**src/rtl/riscv_pkg.sv**
```systemverilog
// ---------------------------------------------------------------------------
// riscv_pkg
// Types and constants shared by the ID/EX stage and its forwarding muxes.
//   XLEN, REGW   - default datapath width and register-index width
//   alu_op_t     - ALU operation encoding seen by the execute ALU
//   resultsrc_t  - writeback source select (bit 0 set marks a load)
//   ex_ctrl_t    - control bundle held in the E stage
// ---------------------------------------------------------------------------
package riscv_pkg;

  localparam int XLEN = 32;
  localparam int REGW = 5;

  typedef enum logic [2:0] {
    ALU_ADD = 3'b000,
    ALU_SUB = 3'b001,
    ALU_AND = 3'b010,
    ALU_OR  = 3'b011,
    ALU_XOR = 3'b100,
    ALU_SLT = 3'b101
  } alu_op_t;

  typedef enum logic [1:0] {
    RES_ALU = 2'b00,
    RES_MEM = 2'b01,
    RES_PC4 = 2'b10
  } resultsrc_t;

  typedef struct packed {
    logic       regwrite;
    resultsrc_t resultsrc;
    logic       memwrite;
    logic       branch;
    logic       jump;
    alu_op_t    alucontrol;
    logic       alusrc;
    logic       valid;
  } ex_ctrl_t;

  // All-zero control word: "add x0" that writes nothing and is not valid.
  localparam ex_ctrl_t EX_CTRL_BUBBLE = '0;

endpackage

```
**src/rtl/id_ex_stage_fwd_mux.sv**
```systemverilog
// ---------------------------------------------------------------------------
// fwd_mux
// Selects the freshest value of one E-stage source register.
//   idx                              - source register index held in E
//   regval                           - register-file value captured in E
//   rd_m, regwrite_m, aluresult_m    - MEM-stage producer
//   rd_w, regwrite_w, result_w       - WB-stage producer
//   value                            - selected operand
// Build option: EX_FWD_EN. When undefined the mux passes regval through and
// the producer inputs are ignored (the hazard unit then stalls every RAW).
// ---------------------------------------------------------------------------
module fwd_mux #(
  parameter int XLEN = 32,
  parameter int REGW = 5
) (
  input  logic [REGW-1:0] idx,
  input  logic [XLEN-1:0] regval,
  input  logic [REGW-1:0] rd_m,
  input  logic            regwrite_m,
  input  logic [XLEN-1:0] aluresult_m,
  input  logic [REGW-1:0] rd_w,
  input  logic            regwrite_w,
  input  logic [XLEN-1:0] result_w,
  output logic [XLEN-1:0] value
);

`ifdef EX_FWD_EN
  always_comb begin
    // NOTE: default assigned first so every path drives value; no latch.
    value = regval;
    // MEM is checked first: it holds the younger instruction's result.
    // x0 is hard-wired zero, so a "write" to it must never be forwarded.
    if (regwrite_m && (rd_m != '0) && (rd_m == idx)) begin
      value = aluresult_m;
    end else if (regwrite_w && (rd_w != '0) && (rd_w == idx)) begin
      value = result_w;
    end
  end
`else
  logic unused_fwd;
  assign unused_fwd = ^{idx, rd_m, regwrite_m, aluresult_m, rd_w, regwrite_w, result_w};
  assign value      = regval;
`endif

endmodule

```
**src/rtl/id_ex_stage.sv**
```systemverilog
// ---------------------------------------------------------------------------
// id_ex_stage
// ID/EX pipeline register with execute-stage operand forwarding, directly
// upstream of the ALU.
//   clk, reset (sync, active-high)
//   stall_e / flush_e         - hold / bubble the E registers (flush wins)
//   *_d                       - decoded instruction fields and control
//   rd_m, regwrite_m, aluresult_m, rd_w, regwrite_w, result_w
//                             - live MEM/WB producers for forwarding
//   srca_e, srcb_e, alucontrol_e  - ALU inputs
//   writedata_e               - forwarded rs2 value (store data)
//   pctarget_e                - pc_e + immext_e, wraps modulo 2^XLEN
//   pc_e, rs1_e, rs2_e, rd_e, control *_e - fields passed on to EX/MEM and
//                               the hazard unit
// Build option: EX_FWD_EN enables MEM/WB forwarding (see fwd_mux).
// ---------------------------------------------------------------------------
module id_ex_stage
  import riscv_pkg::ex_ctrl_t, riscv_pkg::alu_op_t, riscv_pkg::resultsrc_t,
         riscv_pkg::EX_CTRL_BUBBLE;
#(
  parameter int XLEN = riscv_pkg::XLEN,
  parameter int REGW = riscv_pkg::REGW
) (
  input  logic            clk,
  input  logic            reset,
  input  logic            stall_e,
  input  logic            flush_e,
  input  logic            valid_d,
  input  logic [XLEN-1:0] pc_d,
  input  logic [XLEN-1:0] rd1_d,
  input  logic [XLEN-1:0] rd2_d,
  input  logic [XLEN-1:0] immext_d,
  input  logic [REGW-1:0] rs1_d,
  input  logic [REGW-1:0] rs2_d,
  input  logic [REGW-1:0] rd_d,
  input  logic [2:0]      alucontrol_d,
  input  logic            alusrc_d,
  input  logic            regwrite_d,
  input  logic            memwrite_d,
  input  logic            branch_d,
  input  logic            jump_d,
  input  logic [1:0]      resultsrc_d,
  input  logic [REGW-1:0] rd_m,
  input  logic            regwrite_m,
  input  logic [XLEN-1:0] aluresult_m,
  input  logic [REGW-1:0] rd_w,
  input  logic            regwrite_w,
  input  logic [XLEN-1:0] result_w,
  output logic [XLEN-1:0] srca_e,
  output logic [XLEN-1:0] srcb_e,
  output logic [2:0]      alucontrol_e,
  output logic [XLEN-1:0] writedata_e,
  output logic [XLEN-1:0] pctarget_e,
  output logic [XLEN-1:0] pc_e,
  output logic [REGW-1:0] rs1_e,
  output logic [REGW-1:0] rs2_e,
  output logic [REGW-1:0] rd_e,
  output logic            regwrite_e,
  output logic            memwrite_e,
  output logic            branch_e,
  output logic            jump_e,
  output logic            valid_e,
  output logic [1:0]      resultsrc_e
);

  ex_ctrl_t        ctrl_d;
  ex_ctrl_t        ctrl_e;
  logic [XLEN-1:0] rd1_e;
  logic [XLEN-1:0] rd2_e;
  logic [XLEN-1:0] immext_e;

  assign ctrl_d = '{
    regwrite:   regwrite_d,
    resultsrc:  resultsrc_t'(resultsrc_d),
    memwrite:   memwrite_d,
    branch:     branch_d,
    jump:       jump_d,
    alucontrol: alu_op_t'(alucontrol_d),
    alusrc:     alusrc_d,
    valid:      valid_d
  };

  // Reset and flush both load an all-zero bubble; flush beats stall.
  always_ff @(posedge clk) begin
    // NOTE: non-blocking assignments for all state so every register samples
    // pre-edge values regardless of statement order.
    if (reset || flush_e) begin
      ctrl_e   <= EX_CTRL_BUBBLE;
      pc_e     <= '0;
      rd1_e    <= '0;
      rd2_e    <= '0;
      immext_e <= '0;
      rs1_e    <= '0;
      rs2_e    <= '0;
      rd_e     <= '0;
    end else if (!stall_e) begin
      ctrl_e   <= ctrl_d;
      pc_e     <= pc_d;
      rd1_e    <= rd1_d;
      rd2_e    <= rd2_d;
      immext_e <= immext_d;
      rs1_e    <= rs1_d;
      rs2_e    <= rs2_d;
      rd_e     <= rd_d;
    end
  end

  // Forwarding looks at the live M/W buses every cycle, stalled or not.
  fwd_mux #(.XLEN(XLEN), .REGW(REGW)) u_fwd_a (
    .idx         (rs1_e),
    .regval      (rd1_e),
    .rd_m        (rd_m),
    .regwrite_m  (regwrite_m),
    .aluresult_m (aluresult_m),
    .rd_w        (rd_w),
    .regwrite_w  (regwrite_w),
    .result_w    (result_w),
    .value       (srca_e)
  );

  fwd_mux #(.XLEN(XLEN), .REGW(REGW)) u_fwd_b (
    .idx         (rs2_e),
    .regval      (rd2_e),
    .rd_m        (rd_m),
    .regwrite_m  (regwrite_m),
    .aluresult_m (aluresult_m),
    .rd_w        (rd_w),
    .regwrite_w  (regwrite_w),
    .result_w    (result_w),
    .value       (writedata_e)
  );

  assign srcb_e       = ctrl_e.alusrc ? immext_e : writedata_e;
  assign pctarget_e   = pc_e + immext_e;
  assign alucontrol_e = ctrl_e.alucontrol;
  assign resultsrc_e  = ctrl_e.resultsrc;
  assign regwrite_e   = ctrl_e.regwrite;
  assign memwrite_e   = ctrl_e.memwrite;
  assign branch_e     = ctrl_e.branch;
  assign jump_e       = ctrl_e.jump;
  assign valid_e      = ctrl_e.valid;

endmodule

```
**config.mk**
```make
export PLATFORM = sky130hd
export DESIGN_NAME = id_ex_stage
export DESIGN_NICKNAME = d
export VERILOG_FILES = /design/src/rtl/riscv_pkg.sv /design/src/rtl/id_ex_stage_fwd_mux.sv /design/src/rtl/id_ex_stage.sv
export SDC_FILE = /design/constraint.sdc
export NUM_CORES = 1
export LEC_CHECK = 0
export BUFFER_PORTS_ARGS = -buffer_cell sky130_fd_sc_hd__buf_2
export CORE_AREA = 2 2 164 166
export DETAILED_ROUTE_END_ITERATION = 10
export DIE_AREA = 0 0 166 168
export PLACE_DENSITY = 0.58
export SYNTH_ARGS = -nofsm -noshare
export SYNTH_HDL_FRONTEND = slang
export SYNTH_SLANG_ARGS = --single-unit
```
**constraint.sdc**
```tcl
create_clock -name clk -period 9 [get_ports clk]
set_input_delay 2.7 -clock clk [delete_from_list [all_inputs] [get_ports clk]]
set_output_delay 2.7 -clock clk [all_outputs]
set_load 0.1 [all_outputs]
```
### Yosys cells after proc, flatten, opt, wreduce, memory -nomap -nowiden

Index checks and enable logic that the tools add are counted.

| cells by class | value |
|---|---|
| $add $sub $neg | 1 |
| mux-type cells | 1 |
| reduce and logical (&&, ||, !) cells | 1 |

Operators with widths:

| kind | number |
|---|---|
| $add A32 B32 Y32 | 1 |
| $mux W32 | 1 |
| $logic_or A1 B1 Y1 | 1 |

| storage, ports and cells | value |
|---|---|
| flip-flop bits (word level) | 154 |
| input port bits | 234 |
| output and inout bits | 185 |

### Depth between registers and ports, before layout

Gate-level depths: netlist of run 1.

| depth | value |
|---|---|
| depth after elaboration | 1 |
| depth in mapped cells | 10 |
| mapped depth without buffers | 10 |

### Cells and area by module

From an unflattened synthesis of run 1, not the netlist that was laid out.

| unflattened totals | value |
|---|---|
| cell total of the unflattened synthesis | 838 |
| area total of the unflattened synthesis | 7,946.4 µm² |

Modules (own cells, without submodules):

| module | instances | cells each | area an instance (µm²) | seq. area each (µm²) |
|---|---|---|---|---|
| id_ex_stage | 1 | 774 | 7,465.9 | 3,083.0 |
| fwd_mux | 2 | 32 | 240.2 | 0.0 |

### Worst setup path before layout of run 1

Ideal clock, no wire load.

| timing path | value |
|---|---|
| path type | register to output |
| start point | reg pc_e[0] |
| end point | out pctarget_e[26] |
| arrival time | 4.315 ns |
| required time | 6.300 ns |
| path slack | 1.985 ns |
| cell stages (with the launch flop) | 11 |
| path through | dfxtp_1 -> ha_1 -> fa_1 -> a21oi_1 -> o22ai_1 -> o31a_1 -> a211oi_2 -> nor2_1 -> a211oi_1 -> o21ai_0 -> xor2_1 |

| between the ends | value |
|---|---|
| longest elaborated chain between the ends | 1 |

RTL lines:

| what | line | text |
|---|---|---|
| start, declared | id_ex_stage.sv:54 | `output logic [XLEN-1:0] pc_e,` |
| start signal, assigned | id_ex_stage.sv:98 | `pc_e <= pc_d;` |
| $add A32 B32 Y32 | id_ex_stage.sv:134 | `assign pctarget_e = pc_e + immext_e;` |
| end, declared | id_ex_stage.sv:53 | `output logic [XLEN-1:0] pctarget_e,` |

Every way passes these cells.

### Final worst setup path of run 1

Ends and elaborated chain as after synthesis.

==> metrics.md, run 1 <==
| Metric | Value |
|---|---|
| Status | `finished clean` |
| 1st-iter DRT viols | `291` |
| Reg clk slew, reported paths | `0.07 ns` |
| PwrDens | `192 mW/mm^2` |
| First-pass GRT wire length | `36200 microns` |
| Tmin final | `6.86 ns` |
| Final Hold Fails | `0` |
| CP Launch Type | `flip-flop` |
| Worst Setup End Kind | `primary output` |
| VDD IR max | `76.6 uV` |
| Final instance area | `0.00986 sq mm` |
| Hpwl dp | `18300 microns` |
| Area growth syn-to-layout | `35.2%` |
| Grt ovf | `0` |
| Share of layout cells above drive strength 1 | `38.2%` |
| Slew Viols, Final | `0` |
| Mapped Cells | `756` |
| FF-to-FF setup slack | `7.65 ns` |
| HP Class | `flip-flop to flip-flop` |
| Sequential share of the synthesized area | `42.3%` |
| Final period util | `76.2%` |
| Yosys warnings | `0` |
| Synth cell types | `43` |
| RR Startpoint | `ctrl_e[1]` |
| Average size of a mapped cell | `9.65 sq um` |
| 1st-pass router iterations | `4` |
| Sw Ratio | `36.2%` |
| Area of the multi-input gates | `0.00399 sq mm` |
| ANT nets after route | `0` |
| Max-cap violations | `0` |
| Cell Area, Synth | `0.00729 sq mm` |
| Largest stage delay on the critical path | `0.62 ns` |
| Storage element area | `0.00308 sq mm` |
| Post-synth ARST share | `0%` |
| Crit path max-delay family | `compound AO/OA/AOI/OAI gates` |
| Final cell count without fillers | `1429` |
| CP required | `6.30 ns` |
| PortBufs | `342` |
| Starting Density | `27.7%` |
| CTS root buf | `clkbuf_16` |
| CTS sink count | `154` |
| Row count | `60` |
| Chip Width | `166 microns` |
| Gpl congestion | `0.815` |
| Die area | `0.0279 sq mm` |
| Initial antenna violation count | `4` |
| Layout Nets | `1338` |
| WHS Path Cells | `2` |
| Gr usage total | `16.7%` |
| Max Clk Rate | `146 MHz` |
| Sequential Power Share | `38.3%` |
| CP max stage cell | `a211oi_1` |
| Placed Instances | `1394` |
| Leak pwr | `5.29 nW` |
| Setup bufs post-CTS | `0` |
| Psw | `685 uW` |
| Routed WL | `24200 microns` |
| Via total after detailed routing | `6507` |
| Setup repair after global routing missed its margin | `no` |
| Total negative slack | `0 ns` |
| FILL cells | `2766` |
| Clock tree from TritonCTS | `done` |
| Worst path cell trace | `ha_1 -> fa_1 -> a21oi_1 -> o22ai_1 -> o31a_1 -> a211oi_2 -> nor2_1 -> a211oi_1 -> o21ai_0 -> xor2_1 -> buf_2` |
| DR DRC count | `0` |
| P_int | `1.21 mW` |
| Core ar. | `0.0264 sq mm` |
| Hold Path End | `rd_e[4]` |
| Final setup fails | `0` |
| Die height | `168 microns` |
| Hold buffers post-CTS | `0` |
| Skew-Pair Late Insertion Delay | `0.42 ns` |
| Top FF cell, synth | `dfxtp_1` |
| Worst path arrival time | `4.16 ns` |
| I/O pin cnt | `419` |
| Worst reg2reg path depth | `2` |
| Worst Skew | `0 ns` |
| Synth Register Bits | `154` |
| WP buf/inv | `1` |
| Clock buffer depth | `2` |
| Max-slew headroom | `28.9%` |
| Least-Margin Pin Slew | `1.07 ns` |
| Clk pwr share | `39.0%` |
| CTS Buf Count | `17` |
| Hold_sp | `rd_e[4]` |
| Htree depth | `4` |
| Worst flop-to-flop path endpoint | `ctrl_e[1]` |
| Pin count of the biggest net entering global routing | `95` |
| Placed Area | `0.00926 sq mm` |
| CTS resizes | `0` |
| Post-synth EDFFs | `0` |
| Setup Crit Path Kind | `flip-flop to primary output` |
| Vias per cell | `4.55` |
| Worst-path maximum fanout | `4` |
| Post-Syn Nets | `1022` |
| Vias in the first global route | `6273` |
| Avg WL per Cell | `16.9 microns` |
| Combinational fraction of design power | `22.7%` |
-- synthesized netlist by cell type, types with 4 or more instances --
library cell	number	area share (%)
and3_1	4	0.34
dfxtp_1	154	42
mux2_2	32	4.9
o211ai_1	6	0.62
clkbuf_1	23	1.2
nand4_1	4	0.34
ha_1	31	5.3
a21o_1	13	1.3
nand2_1	22	1.1
o21ai_0	14	0.96
nor2_1	172	8.9
xnor2_1	17	2.0
a21oi_1	27	1.9
buf_4	5	0.51
xor2_1	14	1.7
inv_1	7	0.36
buf_1	19	0.98
mux2i_1	154	21
-- worst max-delay path by stage --
stage / start / to / slack (ns) / cells after the start
6_report: pc_e[0] / pctarget_e[26] / 2.14 / 11
3_3_place_gp: pc_e[0] / pctarget_e[26] / 2.75 / 11
2_1_floorplan: pc_e[0] / pctarget_e[26] / 1.98 / 10
4_1_cts: pc_e[0] / pctarget_e[26] / 2.22 / 11
5_1_grt: pc_e[0] / pctarget_e[30] / 2.02 / 11
3_5_place_dp: pc_e[0] / pctarget_e[26] / 2.72 / 11
-- kinds of logic (layout without fill, tap and decap cells) --
group,Yosys count,after routing,synth area share [%]
adders and majority gates,32,32,5.59
muxes,186,186,26.1
other,0,3,0
and+or+nand+nor,217,217,12.0
AOI/OAI and AO/OA,82,82,7.34
buffers and inverters,54,383,3.04
xor gates and xnor gates,31,31,3.72
DFF,154,154,42.3
-- layout by cell type (no fill, tap or decap), types with 3 or more instances in the layout --
master / synthesis / routed
nor3_1: 3 / 3
clkinv_4: 0 / 4
diode_2: 0 / 3
xor2_1: 14 / 14
ha_1: 31 / 31
and3_1: 4 / 4
nand4_1: 4 / 4
clkbuf_16: 0 / 17
mux2_2: 32 / 32
o211ai_1: 6 / 6
xnor2_1: 17 / 17
o21a_1: 3 / 3
a31oi_1: 3 / 3
o21ai_0: 14 / 14
a21o_1: 13 / 13
buf_2: 0 / 341
mux2i_1: 154 / 154
a21oi_1: 27 / 27
dfxtp_1: 154 / 153
nand2_1: 22 / 22
inv_1: 7 / 7
inv_8: 0 / 4
inv_6: 0 / 4
nor2_1: 172 / 172
-- final cells by class --
class,count,share of cell area (%)
timing repair buffer,344,17.6
clock inverter,14,1.55
inverter,7,0.266
tap,341,4.33
clock buffer,18,4.45
multi-input combinational,548,40.5
sequential,154,31.3
antenna,3,0.0761
-- layer usage --
| metal | up-vias | wire length [microns] | share of wire (%) | GRT usage, % |
|---|---|---|---|---|
| li1 | 3247 | - | - | - |
| met1 | 3027 | 11000 | 46 | 21.6 |
| met2 | 202 | 11200 | 46 | 26.6 |
| met3 | 31 | 1460 | 6.0 | 4.91 |
| met4 | 0 | 524 | 2.2 | 5.63 |
| met5 | - | 0 | 0 | 0 |
-- state kept, by name, indices dropped and copies added, names as in the netlist --
name / count
immext_e: 32
pc_e: 32
rd1_e: 32
rd2_e: 32
rd_e: 5
rs1_e: 5
rs2_e: 5
alucontrol_e: 3
resultsrc_e: 2
branch_e: 1
ctrl_e: 1
jump_e: 1
memwrite_e: 1
regwrite_e: 1
valid_e: 1
-- power groups by stage --
| stage | registers, mW | logic [mW] | clock network [mW] |
|---|---|---|---|
| floorplan | 0.854 | 0.224 | 0 |
| finish | 0.725 | 0.429 | 0.737 |
| detailed placement | 0.741 | 0.431 | 0 |
| global placement | 0.740 | 0.428 | 0 |
| CTS | 0.725 | 0.431 | 0.758 |
| global route | 0.728 | 0.449 | 0.785 |
-- worst reg2reg max path, stage by stage, from the launching register on --
cell	delay, ns
dfxtp_2	0.99
mux2i_1	0.17
nor2_1	0.12
-- metrics by stage --
stage	worst slack [ns]	util, %	hold slack [ns]	total power, mW
after floorplan	1.98	-	0.465	1.08
after global placement	2.75	35.2	0.469	1.17
after detailed placement	2.72	35.2	0.478	1.17
after CTS	2.22	37.4	0.496	1.91
after global routing	2.02	37.4	0.517	1.96
final	2.14	37.4	0.489	1.89
(Power assumes the default switching activity.)
==> inputs of run 2 (changes only) <==
--- a/config.mk
+++ b/config.mk
@@ -5,11 +5,12 @@
 export SDC_FILE = /design/constraint.sdc
 export NUM_CORES = 1
 export LEC_CHECK = 0
+export ABC_AREA = 1
 export BUFFER_PORTS_ARGS = -buffer_cell sky130_fd_sc_hd__buf_2
-export CORE_AREA = 2 2 164 166
+export CORE_AREA = 2 2 161 163
 export DETAILED_ROUTE_END_ITERATION = 10
-export DIE_AREA = 0 0 166 168
-export PLACE_DENSITY = 0.58
+export DIE_AREA = 0 0 163 165
+export PLACE_DENSITY = 0.63
 export SYNTH_ARGS = -nofsm -noshare
 export SYNTH_HDL_FRONTEND = slang
 export SYNTH_SLANG_ARGS = --single-unit
==> constraint.sdc (replaced) <==
create_clock -name clk -period 6.55 [get_ports clk]
set_input_delay 1.965 -clock clk [delete_from_list [all_inputs] [get_ports clk]]
set_output_delay 1.965 -clock clk [all_outputs]
set_load 0.1 [all_outputs]
==> metrics.md, run 2 <==
| Metric | Value |
|---|---|
| Status | `finished clean` |
| Synth cell count leaders | `502 x nand2_1, 154 x dfxtp_1, 144 x inv_1` |
| Htree depth | `4` |
| CTS sink count | `154` |
| Worst-path maximum fanout | `4` |
| Area growth syn-to-layout | `31.1%` |
| P_int | `1.64 mW` |
| WP buf/inv | `1` |
| Routed WL | `27700 microns` |
| Sw Ratio | `37.6%` |
| Most frequent cell after synthesis | `nand2_1` |
| Fin util | `41.9%` |
| VDD IR max | `167 uV` |
| Least-Margin Pin Slew | `1.18 ns` |
| RR Startpoint | `ctrl_e[1]` |
| Worst Skew | `0 ns` |
| Grt ovf | `0` |
| Psw | `987 uW` |
| Reg clk slew, reported paths | `0.07 ns` |
| Post-Syn Nets | `1502` |
| Vias per cell | `4.55` |
| Gpl congestion | `0.858` |
| Combinational fraction of design power | `22.7%` |
| Gr usage total | `20.2%` |
| Storage element area | `0.00308 sq mm` |
| Vias in the first global route | `8127` |
| Via total after detailed routing | `8570` |
| Highest metal used | `met5` |
| Clk pwr share | `39.4%` |
| Avg WL per Cell | `14.7 microns` |
| Leak pwr | `5.65 nW` |
| Pin count of the biggest net entering global routing | `98` |
| CP Launch Point | `immext_e[0]` |
| HP Class | `flip-flop to flip-flop` |
| Top FF cell, synth | `dfxtp_1` |
| 1st-pass router iterations | `4` |
| Final Hold Fails | `0` |
| Synth Register Bits | `154` |
| Max Clk Rate | `212 MHz` |
| Commonest non-fill, non-tap cell in the layout | `nand2_1` |
| Met3 Wirelength | `1840 microns` |
| CP most frequent cell | `nand2_1` |
| Chip Width | `163 microns` |
| Starting Density | `31.9%` |
| I/O pin cnt | `419` |
| CTS root buf | `clkbuf_16` |
| Skew-Pair Late Insertion Delay | `0.42 ns` |
| Worst Setup End Kind | `primary output` |
| Core ar. | `0.0250 sq mm` |
| Hpwl dp | `21200 microns` |
| Die area | `0.0269 sq mm` |
| Synth top area cells | `dfxtp_1 39%, nand2_1 24%, a21oi_1 8.9%, inv_1 6.8%, ha_1 4.9%` |
| Layout Nets | `1803` |
| Final setup fails | `0` |
| Met1 wire length | `12400 microns` |
| Area leader, netlist | `dfxtp_1` |
| Share of layout cells above drive strength 1 | `25.2%` |
| Routed length on met2 | `12800 microns` |
| CP required | `4.59 ns` |
| Post-synth EDFFs | `0` |
| Tmin final | `4.71 ns` |
| Sequential Power Share | `38.0%` |
| CP Launch Type | `flip-flop` |
| Total negative slack | `0 ns` |
| Crit path max-delay family | `simple AND/OR/NAND/NOR gates` |
| First-pass GRT wire length | `42400 microns` |
| CTS resizes | `0` |
| Clock tree from TritonCTS | `done` |
| Final period util | `72.0%` |
| Max-cap violations | `0` |
| Worst path cell trace | `ha_1 -> fa_1 -> nand3_1 -> nand3_1 -> nand2_1 -> nand2_2 -> nand2_1 -> nand2_2 -> nand2_1 -> nand3_1 -> nand2_1 -> buf_2` |
| Hold buffers post-CTS | `0` |
| DR DRC count | `0` |
| Clock buffer depth | `2` |
| Setup repair after global routing missed its margin | `no` |
| Final instance area | `0.0105 sq mm` |
| Max-slew headroom | `21.2%` |
| Slew Viols, Final | `0` |
| Hold_sp | `resultsrc_e[1]` |
| Row count | `58` |
| Initial antenna violation count | `5` |
| Worst path arrival time | `2.75 ns` |
| Average size of a mapped cell | `6.47 sq um` |
| Setup bufs post-CTS | `0` |
| Power, Total | `2.62 mW` |
| Commonest cells after routing, fill and taps aside | `502 x nand2_1, 341 x buf_2, 153 x dfxtp_1, 144 x inv_1, 142 x a21oi_1` |
| Synth cell types | `25` |
| PortBufs | `342` |
| Setup Crit Path Kind | `flip-flop to primary output` |
| ANT nets after route | `0` |
| Die height | `165 microns` |
| Largest stage delay on the critical path | `0.47 ns` |
| Post-synth top area share | `38.6%` |
| 1st-iter DRT viols | `469` |
| CP max stage cell | `fa_1` |
| Area of the multi-input gates | `0.00408 sq mm` |
| FILL cells | `2693` |
| Mapped Cells | `1236` |
| Yosys warnings | `0` |
| Cell Area, Synth | `0.00800 sq mm` |
| Placed Area | `0.00986 sq mm` |
| PwrDens | `250 mW/mm^2` |
| Sequential share of the synthesized area | `38.6%` |
| CTS Buf Count | `17` |
| Post-synth ARST share | `0%` |
==> run 2: cell types whose count changed after synthesis, sizes merged, moves of 7 or more <==
cell    delta
nand2    +488
mux2i    -154
inv      +137
a21oi    +115
nor2     -101
mux2      -32
a211oi    +28
nand3     +24
o21ai     +18
xnor2     -16
a21o      -12
buf        +9
clkbuf     +7
==> run 2: kinds of logic after synthesis <==
family / after synthesis / share of synthesized area (%)
simple gates: 617 / 29.9
compound gates: 209 / 14.2
buf+inv: 208 / 10.5
flops: 154 / 38.6
fa+ha+maj: 32 / 5.10
xor+xnor: 16 / 1.75
==> run 2: area by class of cell <==
cell class / count / share of cell area, %
multi-input combinational: 874 / 38.9
antenna: 5 / 0.119
clock inverter: 14 / 1.61
sequential: 154 / 29.4
clock buffer: 18 / 4.19
timing repair buffer: 345 / 16.6
inverter: 145 / 5.22
tap: 330 / 3.94
==> run 2: worst reg2reg max path, delay by kind of cell, from the launching register on <==
family	cells	cell delay, ns
flops	1	1.03
simple gates	1	0.12
compound gates	1	0.16
==> run 2: path summary, 6_finish.rpt <==
kind	endpoint	slack (ns)	depth (start not counted)
setup reg to reg	ctrl_e[1]	5.16	2
hold / removal	resultsrc_e[1]	0.46	2
hold reg to reg	resultsrc_e[1]	0.46	2
setup / recovery	pctarget_e[20]	1.84	12
==> run 2: power by group through the flow <==
stage	clock network, mW	registers [mW]	logic (mW)
final	1.03	0.996	0.595
after floorplan	0	1.18	0.297
after global placement	0	1.02	0.596
after CTS	1.05	0.996	0.599
after global routing	1.09	1.00	0.627
after detailed placement	0	1.02	0.598
==> run 2: per-stage QoR <==
stage,hold slack [ns],cells,worst slack [ns]
after floorplan,0.445,1236,1.16
after detailed placement,0.453,1848,2.27
after global routing,0.479,1884,1.62
final,0.463,1885,1.84
after CTS,0.465,1880,1.80
after global placement,0.448,1848,2.25
==> run 2: layer usage <==
metal	track usage [%]	vias up
met3	5.55	35
li1	-	4468
met2	33.1	252
met1	25.8	3813
met4	6.68	2
met5	0	-
